[src/rtl/booth_csa_seq_mult_pkg.sv]
// Shared definitions for the sequential radix-4 Booth / carry-save multiplier:
// digit codes, the Booth recoding function and the FSM state encoding.
package booth_pkg;

    // Multiple of the multiplicand selected by one radix-4 Booth digit
    typedef enum logic [2:0] {
        BOOTH_ZERO = 3'd0,
        BOOTH_P1   = 3'd1,
        BOOTH_P2   = 3'd2,
        BOOTH_N1   = 3'd3,
        BOOTH_N2   = 3'd4
    } booth_code_e;

    typedef enum logic [1:0] {
        S_IDLE    = 2'd0,
        S_ACCUM   = 2'd1,
        S_RESOLVE = 2'd2,
        S_DONE    = 2'd3
    } state_e;

    // Recode the overlapping triplet {b[2i+1], b[2i], b[2i-1]} into a digit code
    function automatic booth_code_e booth_encode(input logic [2:0] trip);
        booth_code_e code;
        unique case (trip)
            3'b000, 3'b111: code = BOOTH_ZERO;
            3'b001, 3'b010: code = BOOTH_P1;
            3'b011:         code = BOOTH_P2;
            3'b100:         code = BOOTH_N2;
            3'b101, 3'b110: code = BOOTH_N1;
            default:        code = BOOTH_ZERO;
        endcase
        return code;
    endfunction

endpackage

[src/rtl/booth_csa_seq_mult_if.sv]
// Operand / product handshake bundle for booth_csa_seq_mult.
// master = producer of operands and consumer of the product; slave = multiplier.
interface booth_csa_seq_mult_if #(
    parameter int unsigned WIDTH = 16
);
    logic                 in_valid;
    logic                 in_ready;
    logic [WIDTH-1:0]     a;
    logic [WIDTH-1:0]     b;
    logic                 out_valid;
    logic                 out_ready;
    logic [2*WIDTH-1:0]   product;

    modport master (
        output in_valid, a, b, out_ready,
        input  in_ready, out_valid, product
    );

    modport slave (
        input  in_valid, a, b, out_ready,
        output in_ready, out_valid, product
    );
endinterface

[src/rtl/booth_csa_seq_mult_csa_row.sv]
// One row of N independent full-adder cells (3:2 compressor).
// Produces the per-bit sum and the unshifted majority (carry) vector; the
// parent applies the one-bit left shift to the carry.
module csa_row #(
    parameter int unsigned N = 32
) (
    input  logic [N-1:0] x_i,
    input  logic [N-1:0] y_i,
    input  logic [N-1:0] z_i,
    output logic [N-1:0] sum_o,
    output logic [N-1:0] maj_o
);

    for (genvar i = 0; i < N; i++) begin : g_fa
        assign sum_o[i] = x_i[i] ^ y_i[i] ^ z_i[i];
        assign maj_o[i] = (x_i[i] & y_i[i]) | (x_i[i] & z_i[i]) | (y_i[i] & z_i[i]);
    end

endmodule

[src/rtl/booth_csa_seq_mult.sv]
// Sequential radix-4 Booth signed multiplier. One Booth digit per cycle is
// folded into a carry-save accumulator; a single carry-propagate add resolves
// the product. Strictly one transaction in flight.
module booth_csa_seq_mult
    import booth_pkg::*;
#(
    parameter int unsigned WIDTH = 16
) (
    input logic              clk,
    input logic              rst,
    booth_csa_seq_mult_if.slave bus
);

    localparam int unsigned PW    = 2 * WIDTH;
    localparam int unsigned NDIG  = WIDTH / 2;
    localparam int unsigned CNT_W = (NDIG > 1) ? $clog2(NDIG) : 1;

    state_e             state_q, state_d;
    logic [CNT_W-1:0]   cnt_q, cnt_d;
    logic [WIDTH-1:0]   a_q, a_d;
    logic [WIDTH-1:0]   b_q, b_d;
    logic [PW-1:0]      sum_q, sum_d;
    logic [PW-1:0]      carry_q, carry_d;
    logic [PW-1:0]      product_q, product_d;
    logic               out_valid_q, out_valid_d;

    logic [WIDTH:0]     b_ext;
    logic [2:0]         trip;
    booth_code_e        code;
    logic [PW-1:0]      a_ext;
    logic [PW-1:0]      mult;
    logic [PW-1:0]      pp;
    logic [PW-1:0]      csa_sum;
    logic [PW-1:0]      csa_maj;

    assign bus.in_ready  = (state_q == S_IDLE) && !rst;
    assign bus.out_valid = out_valid_q;
    assign bus.product   = product_q;

    // Booth digit selection and fully formed two's-complement partial product
    always_comb begin
        // Appended zero supplies b[-1] for digit 0
        b_ext = {b_q, 1'b0};
        trip  = 3'(b_ext >> {cnt_q, 1'b0});
        code  = booth_encode(trip);
        a_ext = {{WIDTH{a_q[WIDTH-1]}}, a_q};
        mult  = '0;
        case (code)
            BOOTH_P1:   mult = a_ext;
            BOOTH_P2:   mult = a_ext << 1;
            BOOTH_N1:   mult = -a_ext;
            BOOTH_N2:   mult = -(a_ext << 1);
            default:    mult = '0;
        endcase
        pp = mult << {cnt_q, 1'b0};
    end

    csa_row #(
        .N (PW)
    ) u_csa_row (
        .x_i   (sum_q),
        .y_i   (carry_q),
        .z_i   (pp),
        .sum_o (csa_sum),
        .maj_o (csa_maj)
    );

    // Next-state and datapath updates for the four-phase transaction FSM
    always_comb begin
        state_d     = state_q;
        cnt_d       = cnt_q;
        a_d         = a_q;
        b_d         = b_q;
        sum_d       = sum_q;
        carry_d     = carry_q;
        product_d   = product_q;
        out_valid_d = out_valid_q;

        unique case (state_q)
            S_IDLE: begin
                if (bus.in_valid && bus.in_ready) begin
                    a_d     = bus.a;
                    b_d     = bus.b;
                    sum_d   = '0;
                    carry_d = '0;
                    cnt_d   = '0;
                    state_d = S_ACCUM;
                end
            end
            S_ACCUM: begin
                sum_d   = csa_sum;
                carry_d = {csa_maj[PW-2:0], 1'b0};
                if (cnt_q == CNT_W'(NDIG - 1)) begin
                    state_d = S_RESOLVE;
                end else begin
                    cnt_d = cnt_q + 1'b1;
                end
            end
            S_RESOLVE: begin
                product_d   = sum_q + carry_q;
                out_valid_d = 1'b1;
                state_d     = S_DONE;
            end
            S_DONE: begin
                if (bus.out_ready) begin
                    out_valid_d = 1'b0;
                    state_d     = S_IDLE;
                end
            end
            default: state_d = S_IDLE;
        endcase
    end

    // State and datapath registers; reset abandons any transaction in flight
    always_ff @(posedge clk or posedge rst) begin
        if (rst) begin
            state_q     <= S_IDLE;
            cnt_q       <= '0;
            a_q         <= '0;
            b_q         <= '0;
            sum_q       <= '0;
            carry_q     <= '0;
            product_q   <= '0;
            out_valid_q <= 1'b0;
        end else begin
            state_q     <= state_d;
            cnt_q       <= cnt_d;
            a_q         <= a_d;
            b_q         <= b_d;
            sum_q       <= sum_d;
            carry_q     <= carry_d;
            product_q   <= product_d;
            out_valid_q <= out_valid_d;
        end
    end

endmodule

[src/flat_wrapper.sv]
// flat-port wrapper written by rule: the top's interface ports become plain ports
module booth_csa_seq_mult_flat import booth_pkg::*;
#(
    parameter int unsigned WIDTH = 16
)
  (clk, rst, bus_in_valid, bus_a, bus_b, bus_out_ready, bus_in_ready, bus_out_valid, bus_product);
  booth_csa_seq_mult_if #(.WIDTH(WIDTH)) bus_i ();
  input logic clk;
  input logic rst;
  input wire logic [$bits(bus_i.in_valid)-1:0] bus_in_valid;
  input wire logic [$bits(bus_i.a)-1:0] bus_a;
  input wire logic [$bits(bus_i.b)-1:0] bus_b;
  input wire logic [$bits(bus_i.out_ready)-1:0] bus_out_ready;
  output wire logic [$bits(bus_i.in_ready)-1:0] bus_in_ready;
  output wire logic [$bits(bus_i.out_valid)-1:0] bus_out_valid;
  output wire logic [$bits(bus_i.product)-1:0] bus_product;
  assign bus_i.in_valid = bus_in_valid;
  assign bus_i.a = bus_a;
  assign bus_i.b = bus_b;
  assign bus_i.out_ready = bus_out_ready;
  assign bus_in_ready = bus_i.in_ready;
  assign bus_out_valid = bus_i.out_valid;
  assign bus_product = bus_i.product;
  booth_csa_seq_mult #(.WIDTH(WIDTH)) u_core (.clk(clk), .rst(rst), .bus(bus_i));
endmodule
[config.mk]
export PLATFORM = sky130hd
export DESIGN_NAME = booth_csa_seq_mult_flat
export DESIGN_NICKNAME = d
export VERILOG_FILES = /design/src/rtl/booth_csa_seq_mult_pkg.sv /design/src/rtl/booth_csa_seq_mult_if.sv /design/src/rtl/booth_csa_seq_mult_csa_row.sv /design/src/rtl/booth_csa_seq_mult.sv /design/src/flat_wrapper.sv
export SDC_FILE = /design/constraint.sdc
export NUM_CORES = 1
export LEC_CHECK = 0
export BUFFER_PORTS_ARGS = -buffer_cell sky130_fd_sc_hd__buf_2
export CORE_ASPECT_RATIO = 1.2
export CORE_MARGIN = 4
export CORE_UTILIZATION = 60
export CTS_BUF_LIST = sky130_fd_sc_hd__clkbuf_2
export CTS_CLUSTER_DIAMETER = 30
export DETAILED_ROUTE_END_ITERATION = 16
export GPL_ROUTABILITY_DRIVEN = 0
export PLACE_DENSITY_LB_ADDON = 0.15
export SKIP_CTS_REPAIR_TIMING = 1
export SLEW_MARGIN = 10
export SYNTH_ARGS = -nofsm -noshare
export SYNTH_HDL_FRONTEND = slang
export SYNTH_HIERARCHICAL = 1
export SYNTH_SLANG_ARGS = --single-unit
[constraint.sdc]
create_clock -name clk -period 11.3 [get_ports clk]
set_clock_uncertainty 0.1 [all_clocks]
set_input_delay 2.26 -clock clk [delete_from_list [all_inputs] [get_ports clk]]
set_output_delay 2.26 -clock clk [all_outputs]
set_load 0.02 [all_outputs]
==> results of run 1 <==
==> placed cells by master, fill, tap and decap left out, types with 5 or more instances in the layout <==
cell          n
a211oi_1     15
a21o_1       21
a21oi_1      53
a22o_1       64
a22oi_1       8
a31oi_1       7
buf_2        69
buf_4         7
clkbuf_2     18
clkinvlp_4    5
dfrtp_1     133
fa_1         33
ha_1         42
inv_1        20
mux2_2       52
mux2i_1      34
mux4_2        5
nand2_1      43
nand2b_1      7
nand3_1      22
nand4_1       8
nor2_1       52
nor2b_1       7
nor3_1       16
nor4_1        8
o211ai_1      5
o21ai_0      35
o21bai_1      5
o22ai_1       7
o31ai_1       8
or3_1         8
xnor2_1      13
xor2_1       11
==> worst max-delay path by stage <==
stage	startpoint	to	cells after the start	slack, ns
3_5_place_dp	u_core/cnt_q[0]	u_core/sum_q[16]	14	6.19
5_1_grt	u_core/cnt_q[0]	u_core/sum_q[19]	14	5.74
3_3_place_gp	rst	bus_in_ready	3	6.24
6_report	u_core/cnt_q[0]	u_core/sum_q[16]	14	6.07
4_1_cts	u_core/cnt_q[0]	u_core/sum_q[16]	14	6.18
2_1_floorplan	rst	u_core/a_q[0]	1	5.39
==> flip-flops by register name, summed over array words and instances (netlist names) <==
register,count
u_core/state_q,2
u_core/a_q,16
u_core/bus.product,32
u_core/carry_q,31
u_core/bus.out_valid,1
u_core/b_q,16
u_core/sum_q,32
u_core/cnt_q,3
==> per-stage QoR <==
step                utilization [%]  area [um2]
finish                         66.6        9720
global route                   66.6        9720
CTS                            66.6        9710
detailed placement             65.0        9490
global placement               65.0        9490
floorplan                         -        9040
==> cell type report <==
cell class,count,area [um2]
clock buffer,18,90.1
tap,200,250
sequential,133,3330
multi-input combinational,667,5430
fill,1185,4880
antenna,1,2.50
timing repair buffer,76,398
inverter,22,85.1
clock inverter,14,135
==> cell usage after synthesis (4+ instances only) <==
library cell / count
dfrtp_1: 133
or3_1: 8
inv_1: 21
nor4_1: 8
ha_1: 42
nand2_1: 43
a211oi_1: 15
o22ai_1: 7
o21ai_1: 4
o21bai_1: 5
nand3_1: 22
xor2_1: 11
and3_1: 4
or4_1: 4
nor2b_1: 7
mux2_2: 52
o2bb2ai_1: 4
buf_2: 5
clkbuf_1: 35
a22o_1: 64
nand4_1: 8
o31ai_1: 8
o21a_1: 5
o21ai_0: 35
a21oi_1: 54
nor3_1: 16
fa_1: 33
buf_1: 10
a31oi_1: 7
a22oi_1: 8
a21o_1: 21
o211ai_1: 5
xnor2_1: 13
a221oi_1: 4
nor2_1: 52
nand2b_1: 7
nor3b_1: 4
mux4_2: 5
and2_1: 4
mux2i_1: 34
==> cells by family after synthesis <==
family | Yosys count | synth area share, %
mux | 95 | 12.1
flops | 133 | 36.8
compound gates | 277 | 21.8
simple gates | 195 | 10.6
buf+inv | 74 | 3.31
other cells | 1 | 0.0415
fa+ha+maj | 75 | 13.1
xor+xnor | 24 | 2.32
==> routing by layer <==
layer	vias to the layer above	wire length, um
met4	0	484
met1	3561	8710
li1	3382	-
met5	-	0
met3	50	1200
met2	279	10200
==> impl_metrics.csv, run 1 <==
group,metric,value,unit
status,status,"finished, final reports clean",
detailed_routing,route.detailed.drc,0,
synthesis,synth_warnings,6,
global_route,grt_pass1_vias,7200,
timing,timing.final.ws_setup,6.07,ns
detailed_routing,drtIter0Drc,602,
critical_path,cp.arrival,5.76,ns
synthesis,syn_avg_cell_area,10.3,um2
synthesis,netlist-cell-type-count,68,
placed_design,dp_hpwl,15200,um
cts,htreeDepth,4,
critical_path,rrSetupSlack,6.07,ns
critical_path,cp-end-kind,"flop",
timing,period_needed,5.23,ns
die,start_util,62.0,%
timing,rsz0062_at_grt,"false",
global_route,use_met2,41.9,%
synthesis,synthArstFlopShare,100,%
synthesis,synth.cell_area,9040,um2
placed_design,dp_cells,1098,
cells_and_area,final_cells,1131,
die,die_y,142,um
cts,cts_buffers,17,
hold_path,hold_depth,1,
synthesis,syn_nets,985,
detailed_routing,routed_wl,20600,um
global_route,top_usage_layer,"met2",
cells_and_area,layout-drive-gt1-share,18.7,%
placed_design,pre_cts_ws,6.19,ns
die,die-area,17100,um2
synthesis,ys_seq_area_share,36.8,%
detailed_routing,final_antenna_net_count,0,
detailed_routing,via_count,7272,
synthesis,synth-edff-count,0,
synthesis,ys.flop_type,"dfrtp_1",
timing,whs,0.403,ns
global_route,grtUsageMet3,4.73,%
critical_path,path_delay_family,"compound AO/OA/AOI/OAI gates",
timing,tightest_slew,1.01,ns
global_route,track_usage,25.0,%
critical_path,reg2reg_depth,14,
critical_path,required,11.83,ns
critical_path,reg2reg_to,"u_core/sum_q[16]",
hold_path,hold_class,"reg -> reg",
critical_path,crit_type,"reg -> reg",
global_route,grt_first_pass_wirelength,35000,um
synthesis,synth_area_leader_cell,"dfrtp_1",
detailed_routing,via_per_inst,6.43,
cts,clock-sinks,133,
cts,clkLatencyLatePin,0.71,ns
cts,cts_tree,"built",
global_route,grt_use_met1,33.2,%
hold_path,min_from,"u_core/bus.product[12]",
die,fp-row-count,48,
critical_path,critPathMaxFanout,23,
hold_path,min_to,"u_core/bus.product[12]",
cts,cts_buffer_depth,2,
synthesis,ys_ff_latch,133,
detailed_routing,drt-pass1-iter-count,6,
global_route,antenna_found_initial,1,
die,io_pins,70,
timing,max_freq,191,MHz
timing,maxSlewViolCount,0,
critical_path,cp_common_cell,"o22ai_1",
cells_and_area,syn_to_final_growth,7.46,%
critical_path,crit_buf_inv,1,
placed_design,port_buffers,69,
critical_path,start_kind,"flop",
critical_path,crit_chain,"inv_1 > nor2_1 > a311oi_1 > a21o_1 > ha_1 > nor2b_1 > and2_1 > o31ai_1 > and4_1 > o22ai_1 > o22ai_1 > a21oi_1 > fa_1 > a22o_1",
cts,clkTransAtPathRegs,0.20,ns
cells_and_area,nets,1028,
global_route,grt_max_degree,83,
die,fp.coreArea,14600,um2
synthesis,synth_area_leaders,"dfrtp_1 (37%), fa_1 (7.3%), mux2_2 (6.5%)",
critical_path,crit_path_max_incr_delay,0.91,ns
global_route,overflow,0,
synthesis,yosys.area.top_type_share,36.8,%
timing,relSlewSlack,32.6,%
critical_path,crit_slowest_cell,"dfrtp_1",
critical_path,reg2reg_from,"u_core/cnt_q[0]",
synthesis,postSynthCellCount,874,
flow_run,maxCapViolCount,0,
detailed_routing,wl_per_cell,18.2,um
timing,finalSetupViolCount,0,
die,die_x,120,um
cts,cts-root-buf,"clkbuf_2",
timing,hold_viol,0,
timing,period_share,46.3,%
timing,fin_setup_tns,0,ns
Power of run 1 is left out: the tool's default activity adds up to more than one toggle a clock period on the data nets, which glitch-free logic cannot reach.
==> inputs of run 2 (changes only) <==
Clock period 11.3 ns to 5.3 ns, I/O delays scaled along.
==> impl_metrics.csv, run 2 (same netlist as run 1, synthesis figures left out) <==
group,metric,value,unit
detailed_routing,final_antenna_net_count,0,
timing,period_share,91.2,%
cells_and_area,layout_commonest_cell,"dfrtp_1",
cts,clkTransAtPathRegs,0.19,ns
timing,maxSlewViolCount,0,
critical_path,rrSetupSlack,0.47,ns
cts,cts_buffer_depth,2,
die,die_y,142,um
critical_path,crit_type,"reg -> reg",
die,start_util,62.0,%
global_route,grt_pass1_vias,7255,
cts,clkLatencyLatePin,0.71,ns
critical_path,reg2reg_to,"u_core/sum_q[19]",
cells_and_area,register_area,3330,um2
critical_path,start_kind,"flop",
cells_and_area,antenna_cells,0,
cells_and_area,nets,1032,
cts,htreeDepth,4,
timing,max_freq,207,MHz
detailed_routing,drt-pass1-iter-count,9,
critical_path,required,5.80,ns
global_route,track_usage,26.0,%
timing,fin_setup_tns,0,ns
critical_path,cp-end-kind,"flop",
cells_and_area,multiInputGateArea,5430,um2
placed_design,dp_hpwl,15900,um
cts,clock-sinks,133,
critical_path,reg2reg_from,"u_core/cnt_q[2]",
timing,timing.final.ws_setup,0.466,ns
cells_and_area,final_cells,1134,
die,fp-row-count,48,
timing,relSlewSlack,31.7,%
cells_and_area,layout_common_cells,"dfrtp_1 (133), buf_2 (69), a22o_1 (64), a21oi_1 (53)",
timing,hold_viol,0,
critical_path,reg2reg_depth,13,
cells_and_area,layout-drive-gt1-share,19.2,%
placed_design,pre_cts_ws,0.673,ns
detailed_routing,routed_wl,21200,um
cts,cts-root-buf,"clkbuf_2",
cells_and_area,final_core_util,66.7,%
detailed_routing,drtIter0Drc,665,
timing,rsz0062_at_grt,"false",
critical_path,critPathMaxFanout,34,
placed_design,port_buffers,69,
critical_path,cp.arrival,5.34,ns
cells_and_area,syn_to_final_growth,7.65,%
timing,finalSetupViolCount,0,
cts,cts_buffers,17,
timing,tightest_slew,1.01,ns
hold_path,hold_class,"in -> async",
die,fp.coreArea,14600,um2
global_route,overflow,0,
detailed_routing,via_per_inst,6.52,
die,die-area,17100,um2
cells_and_area,n_fill_cell,1170,
detailed_routing,via_count,7390,
die,io_pins,70,
global_route,antenna_found_initial,0,
status,status,"finished, final reports clean",
die,die_x,120,um
global_route,grt_max_degree,64,
placed_design,dp_cells,1102,
cts,cts_tree,"built",
timing,period_needed,4.83,ns
detailed_routing,wl_per_cell,18.7,um
detailed_routing,route.detailed.drc,0,
flow_run,maxCapViolCount,0,
global_route,grt_first_pass_wirelength,36100,um
-- run 2: changes by cell type in the layout (fill, tap and decap cells not counted), sizes merged --
| cell | delta |
|---|---|
| buf | +4 |
| clkbuf | +3 |
| clkinv | +2 |
| clkinvlp | -3 |
| diode | -1 |
| inv | -2 |
-- run 2: routing by layer --
metal / part of all wire [%] / global-route usage (%) / vias to the layer above
met5: 0 / 0 / -
met4: 3.1 / 9.29 / 0
li1: - / - / 3407
met3: 6.1 / 5.33 / 77
met2: 49 / 43.7 / 338
met1: 42 / 33.7 / 3568
-- run 2: worst max-delay path by stage --
stage	from	to	slack [ns]
final	u_core/cnt_q[2]	u_core/sum_q[19]	0.47
after global routing	u_core/cnt_q[2]	u_core/sum_q[19]	0.21
after CTS	u_core/cnt_q[2]	u_core/sum_q[19]	0.59
after detailed placement	u_core/cnt_q[2]	u_core/sum_q[17]	0.67
after global placement	u_core/cnt_q[2]	u_core/sum_q[17]	0.78
after floorplan	rst	u_core/a_q[0]	0.59
-- run 2: final cells by class --
class                   instances  share of cell area [%]
flip-flops and latches        133                    34.2
multi-input cells             667                    55.8
repair buffers                 80                    4.40
well taps                     200                    2.57
clock buffers                  21                    1.08
inverters                      22                   0.874
clock inverters                11                    1.13
-- run 2: through the flow --
step	cell area (um2)	hold slack, ns
6_report	9730	0.333
5_1_grt	9730	0.283
4_1_cts	9730	0.275
3_5_place_dp	9520	0.373
3_3_place_gp	9520	0.361
2_1_floorplan	9040	0.374
-- run 2: critical path, cell delays in order (launching register included) --
cell      delay, ns
dfrtp_1        0.69
buf_4          0.42
a311oi_1       0.15
a21o_1         0.18
ha_1           0.42
nor2b_1        0.49
and2_1         0.44
a22oi_1        0.16
o211a_1        0.18
o22ai_1        0.32
mux2i_1        0.20
a21oi_1        0.27
fa_1           0.47
a22o_1         0.22
Power of run 2 is left out for the same reason.
